File: src/rtl/timer_ctrl.sv
// rtl/timer_ctrl.sv - mm:ss BCD up/down timer with run/pause/alarm FSM
module timer_ctrl #(
    parameter int unsigned ALARM_SECS = 10
) (
    input  logic       clk,
    input  logic       reset,
    input  logic       tick,
    input  logic       start,
    input  logic       stop,
    input  logic       clear,
    input  logic       inc_min,
    input  logic       inc_sec,
    input  logic       mode_down,
    output logic [3:0] bin0,
    output logic [3:0] bin1,
    output logic [3:0] bin2,
    output logic [3:0] bin3,
    output logic       running,
    output logic       alarm,
    output logic [1:0] state
);

    typedef enum logic [1:0] {
        S_IDLE  = 2'd0,
        S_RUN   = 2'd1,
        S_PAUSE = 2'd2,
        S_ALARM = 2'd3
    } state_t;

    state_t     st;
    logic       dir;
    logic [7:0] alarm_cnt;
    logic [7:0] secs;
    logic [7:0] mins;

    logic [7:0] sec_up;
    logic [7:0] min_up;
    logic [7:0] sec_dn;
    logic [7:0] min_dn;
    logic       dn_zero;
    logic       is_zero;
    logic       settable;

    // Two-digit BCD field counting 00..59 with wrap.
    function automatic logic [7:0] bcd_inc(input logic [7:0] v);
        if (v[3:0] == 4'd9)
            return (v[7:4] == 4'd5) ? 8'h00 : {v[7:4] + 4'd1, 4'd0};
        return {v[7:4], v[3:0] + 4'd1};
    endfunction

    function automatic logic [7:0] bcd_dec(input logic [7:0] v);
        if (v[3:0] == 4'd0)
            return (v[7:4] == 4'd0) ? 8'h59 : {v[7:4] - 4'd1, 4'd9};
        return {v[7:4], v[3:0] - 4'd1};
    endfunction

    assign sec_up   = bcd_inc(secs);
    assign min_up   = (secs == 8'h59) ? bcd_inc(mins) : mins;
    assign sec_dn   = bcd_dec(secs);
    assign min_dn   = (secs == 8'h00) ? bcd_dec(mins) : mins;
    assign dn_zero  = (sec_dn == 8'h00) && (min_dn == 8'h00);
    assign is_zero  = (secs == 8'h00) && (mins == 8'h00);
    assign settable = (st == S_IDLE) || (st == S_PAUSE);

    assign bin0  = secs[3:0];
    assign bin1  = secs[7:4];
    assign bin2  = mins[3:0];
    assign bin3  = mins[7:4];
    assign state = st;

    // Each branch is the highest-priority event that actually applies in
    // the current state; ignored events fall through to lower priorities.
    always_ff @(posedge clk) begin
        if (reset) begin
            st        <= S_IDLE;
            secs      <= 8'h00;
            mins      <= 8'h00;
            running   <= 1'b0;
            alarm     <= 1'b0;
            dir       <= 1'b0;
            alarm_cnt <= 8'd0;
        end else if (clear) begin
            st        <= S_IDLE;
            secs      <= 8'h00;
            mins      <= 8'h00;
            running   <= 1'b0;
            alarm     <= 1'b0;
            alarm_cnt <= 8'd0;
        end else if (stop && st == S_RUN) begin
            st      <= S_PAUSE;
            running <= 1'b0;
        end else if (stop && st == S_ALARM) begin
            st        <= S_IDLE;
            secs      <= 8'h00;
            mins      <= 8'h00;
            alarm     <= 1'b0;
            alarm_cnt <= 8'd0;
        end else if (start && settable && !(mode_down && is_zero)) begin
            st      <= S_RUN;
            running <= 1'b1;
            dir     <= mode_down;
        end else if (tick && st == S_RUN) begin
            if (!dir) begin
                secs <= sec_up;
                mins <= min_up;
            end else begin
                secs <= sec_dn;
                mins <= min_dn;
                if (dn_zero) begin
                    st        <= S_ALARM;
                    running   <= 1'b0;
                    alarm     <= 1'b1;
                    alarm_cnt <= 8'd0;
                end
            end
        end else if (tick && st == S_ALARM) begin
            if (alarm_cnt == 8'(ALARM_SECS - 1)) begin
                st        <= S_IDLE;
                alarm     <= 1'b0;
                alarm_cnt <= 8'd0;
            end else begin
                alarm_cnt <= alarm_cnt + 8'd1;
            end
        end else if (settable) begin
            if (inc_sec)
                secs <= sec_up;
            if (inc_min)
                mins <= bcd_inc(mins);
        end
    end

endmodule
File: config.mk
export PLATFORM = sky130hd
export DESIGN_NAME = timer_ctrl
export DESIGN_NICKNAME = d
export VERILOG_FILES = /design/src/rtl/timer_ctrl.sv
export SDC_FILE = /design/constraint.sdc
export NUM_CORES = 1
export LEC_CHECK = 0
export BUFFER_PORTS_ARGS = -buffer_cell sky130_fd_sc_hd__buf_4
export CAP_MARGIN = 20
export CORE_ASPECT_RATIO = 1.4
export CORE_MARGIN = 4
export CORE_UTILIZATION = 30
export DETAILED_ROUTE_END_ITERATION = 7
export SYNTH_ARGS = -nofsm -noshare
export SYNTH_HDL_FRONTEND = slang
export SYNTH_SLANG_ARGS = --single-unit
File: constraint.sdc
create_clock -name clk -period 5.95 [get_ports clk]
set_input_delay 0.2975 -clock clk [delete_from_list [all_inputs] [get_ports clk]]
set_output_delay 0.2975 -clock clk [all_outputs]
set_load 0.005 [all_outputs]
==> impl_metrics.toml <==
[sta]
hold_viol = 0
fin_skew_ps = 14.3
worst-slew-pin-transition_ps = 1090
worst_slack_ps = 2890
final.min_clock_period_ps = 3060
slew_headroom_pct = 27.2
fin_crit_sh_pct = 51.5
slew_viol_final = 0
max_freq_mhz = 327
rsz0062_at_grt = "no"
final.setup.tns_ps = 0
finalSetupViolations = 0

[clock_tree]
cts_max_path_buffers = 2
post-cts-setup-buffer-count = 0
cts_made_buffers = 5
cts_tree = "built"
cts_resized = 0
cts-hold-fix-buffers = 0
root_buffer = "clkbuf_8"
path_clk_slew_ps = 60
cts_max_level = 2
worstSkewPairLatency_ps = 290
cts_sinks = 29

[die]
die_h_um = 112
die_x_um = 82.6
die-area_sq_um = 9290
start_util_pct = 31.4
coreArea_sq_um = 7450
row_count = 37
design.portCount = 29

[cells_and_area]
n_antenna_cell = 0
fin_area_sq_um = 2660
final_net_count = 349
area_delta_synth_final_pct = 13.7
layout-drive-gt1-share_pct = 14.9

[synthesis]
synth_top_area_cell = "dfxtp_1"
netlist_area_sq_um = 2340
synth_cell_types = 60
synth_seq_area_share_pct = 24.8
synthDominantCellAreaShare_pct = 24.8
yosys-top-cells-area = "dfxtp_1 25%, a21oi_1 6.4%, nand2_1 5.0%"
synth.avg_cell_area_sq_um = 7.13
synth.most_common_cell = "nand2_1"
synth_commonest_cells = "31 x nand2_1, 30 x a21oi_1, 29 x dfxtp_1, 28 x nor2_1, 25 x clkbuf_1"
yosys_warnings = 0
yosys_most_used_dff = "dfxtp_1"
synth_edf_count = 0
syn-num-nets = 342
synth-seq-cells = 29
async_flop_share_pct = 0
synthCells = 328

[grt]
grt_pass1_wl_um = 11100
grt_pass1_vias = 2340
grt_max_degree = 27
grt-ovfl-total = 0
grt_util_all_layers_pct = 15.0
antenna_found_initial = 0

[critical_path]
crit_fanout = 12
critPathLaunchType = "register"
cp_data_arrival_time_ps = 3270
cp_slowest_cell = "a31oi_1"
endpoint_kind = "register"
cpPeakStageDelay_ps = 800
crit_type = "reg -> reg"
path_cells = "inv_1, ha_1, nor4b_1, nor3b_1, o31ai_1, a31oi_1, o21ai_0, a21oi_1"
required_ps = 6160

[placement]
place_area_sq_um = 2550
portBuffers = 28
dpl.hpwl_um = 4700
gp_congestion = 0.894
place_worst_setup_slack_ps = 2990

[power]
total_leakage_power_nw = 0.940
clock_power_share_pct = 43.8
peakVddDrop_uv = 124
combPwrFrac_pct = 11.8
power.switching_mw = 0.117
power_frac_seq_pct = 44.4
p_per_area_nw_per_um2 = 172
p_sw_share_pct = 25.7
p_int_mw = 0.339

[route]
num_vias = 2522
postRouteAntennaNets = 0
wl_per_cell_um = 15.5
routed_via_density = 5.84
remaining_drc_errors = 0
wl_um = 6690
drt_iter0_drc = 211
drtPass1Iterations = 4

[flow_run]
max_cap_viol_count = 0

[outcome]
outcome = "finished, final reports clean"

[worst_hold_path]
hp-class = "in -> reg"
[flip-flops by register name, indices dropped and copies added (netlist names)]
register,flops
secs,8
mins,8
running,1
alarm,1
alarm_cnt,8
state,2
dir,1
[area by class of cell]
type | instances | area, sq um
Timing Repair Buffer | 30 | 225
Tap cell | 97 | 121
Multi-Input combinational cell | 261 | 1600
Fill cell | 806 | 4800
Clock buffer | 5 | 68.8
Inverter | 8 | 30.0
Clock inverter | 2 | 35.0
Sequential cell | 29 | 581
[final timing paths]
kind,start,to,slack (ps),depth (start not counted)
hold reg to reg,alarm$_SDFFE_PP0P_,alarm$_SDFFE_PP0P_,510,2
setup reg to reg,secs[4]$_SDFFE_PP0P_,alarm_cnt[3]$_SDFFE_PP0P_,2890,8
hold / removal,reset,dir$_SDFFE_PP0P_,190,2
setup / recovery,secs[4]$_SDFFE_PP0P_,alarm_cnt[3]$_SDFFE_PP0P_,2890,8
[through the flow]
| stage | util [%] | hold slack (ps) | cells | power (mW) |
|---|---|---|---|---|
| global route | 35.6 | 170 | 432 | 0.479 |
| CTS | 35.6 | 174 | 432 | 0.462 |
| finish | 35.6 | 186 | 432 | 0.457 |
| detailed placement | 34.2 | 474 | 425 | 0.260 |
| global placement | 34.2 | 471 | 425 | 0.260 |
| floorplan | - | 370 | 328 | 0.243 |
[metal layers]
layer / GRT usage, % / up-vias / routed length, um
li1: - / 1227 / -
met1: 18.2 / 1210 / 2790
met2: 25.8 / 69 / 3420
met3: 2.73 / 16 / 334
met4: 5.56 / 0 / 146
met5: 0 / - / 0
[worst max-delay path, delay by kind of cell (launching register included)]
kind | cells | cell delay [ps]
buffers and inverters | 1 | 150
flip-flops | 1 | 430
AND/OR/NAND/NOR | 2 | 770
adder cells (fa/ha/maj) | 1 | 320
AO/OA/AOI/OAI | 4 | 1310
[logic make-up after synthesis]
group,Yosys count,share of synthesized area (%)
AND/OR/NAND/NOR,153,35.5
flip-flops,29,24.8
adder cells (fa/ha/maj),5,2.68
buffers and inverters,38,6.91
XOR/XNOR,2,0.750
AO/OA/AOI/OAI,95,26.8
multiplexers,6,2.57
[cell usage in the layout (no fill, tap or decap), types with 6 or more instances in the layout]
master	Yosys	final
buf_4	0	30
o21ai_0	19	19
a31oi_1	6	6
and3_1	7	7
nor3_1	13	13
inv_1	8	8
a21oi_1	30	30
mux2i_1	6	6
nor2_1	28	28
nand3_1	22	22
nand2_1	31	31
dfxtp_1	29	29
[power groups by stage]
stage          sequential (mW)  clock (mW)  combinational [mW]
2_1_floorplan            0.203           0              0.0400
3_3_place_gp             0.207           0              0.0532
3_5_place_dp             0.207           0              0.0533
4_1_cts                  0.203       0.206              0.0534
5_1_grt                  0.204       0.216              0.0597
6_report                 0.203       0.200              0.0539
Note: power is estimated with default switching activity, not from simulation.
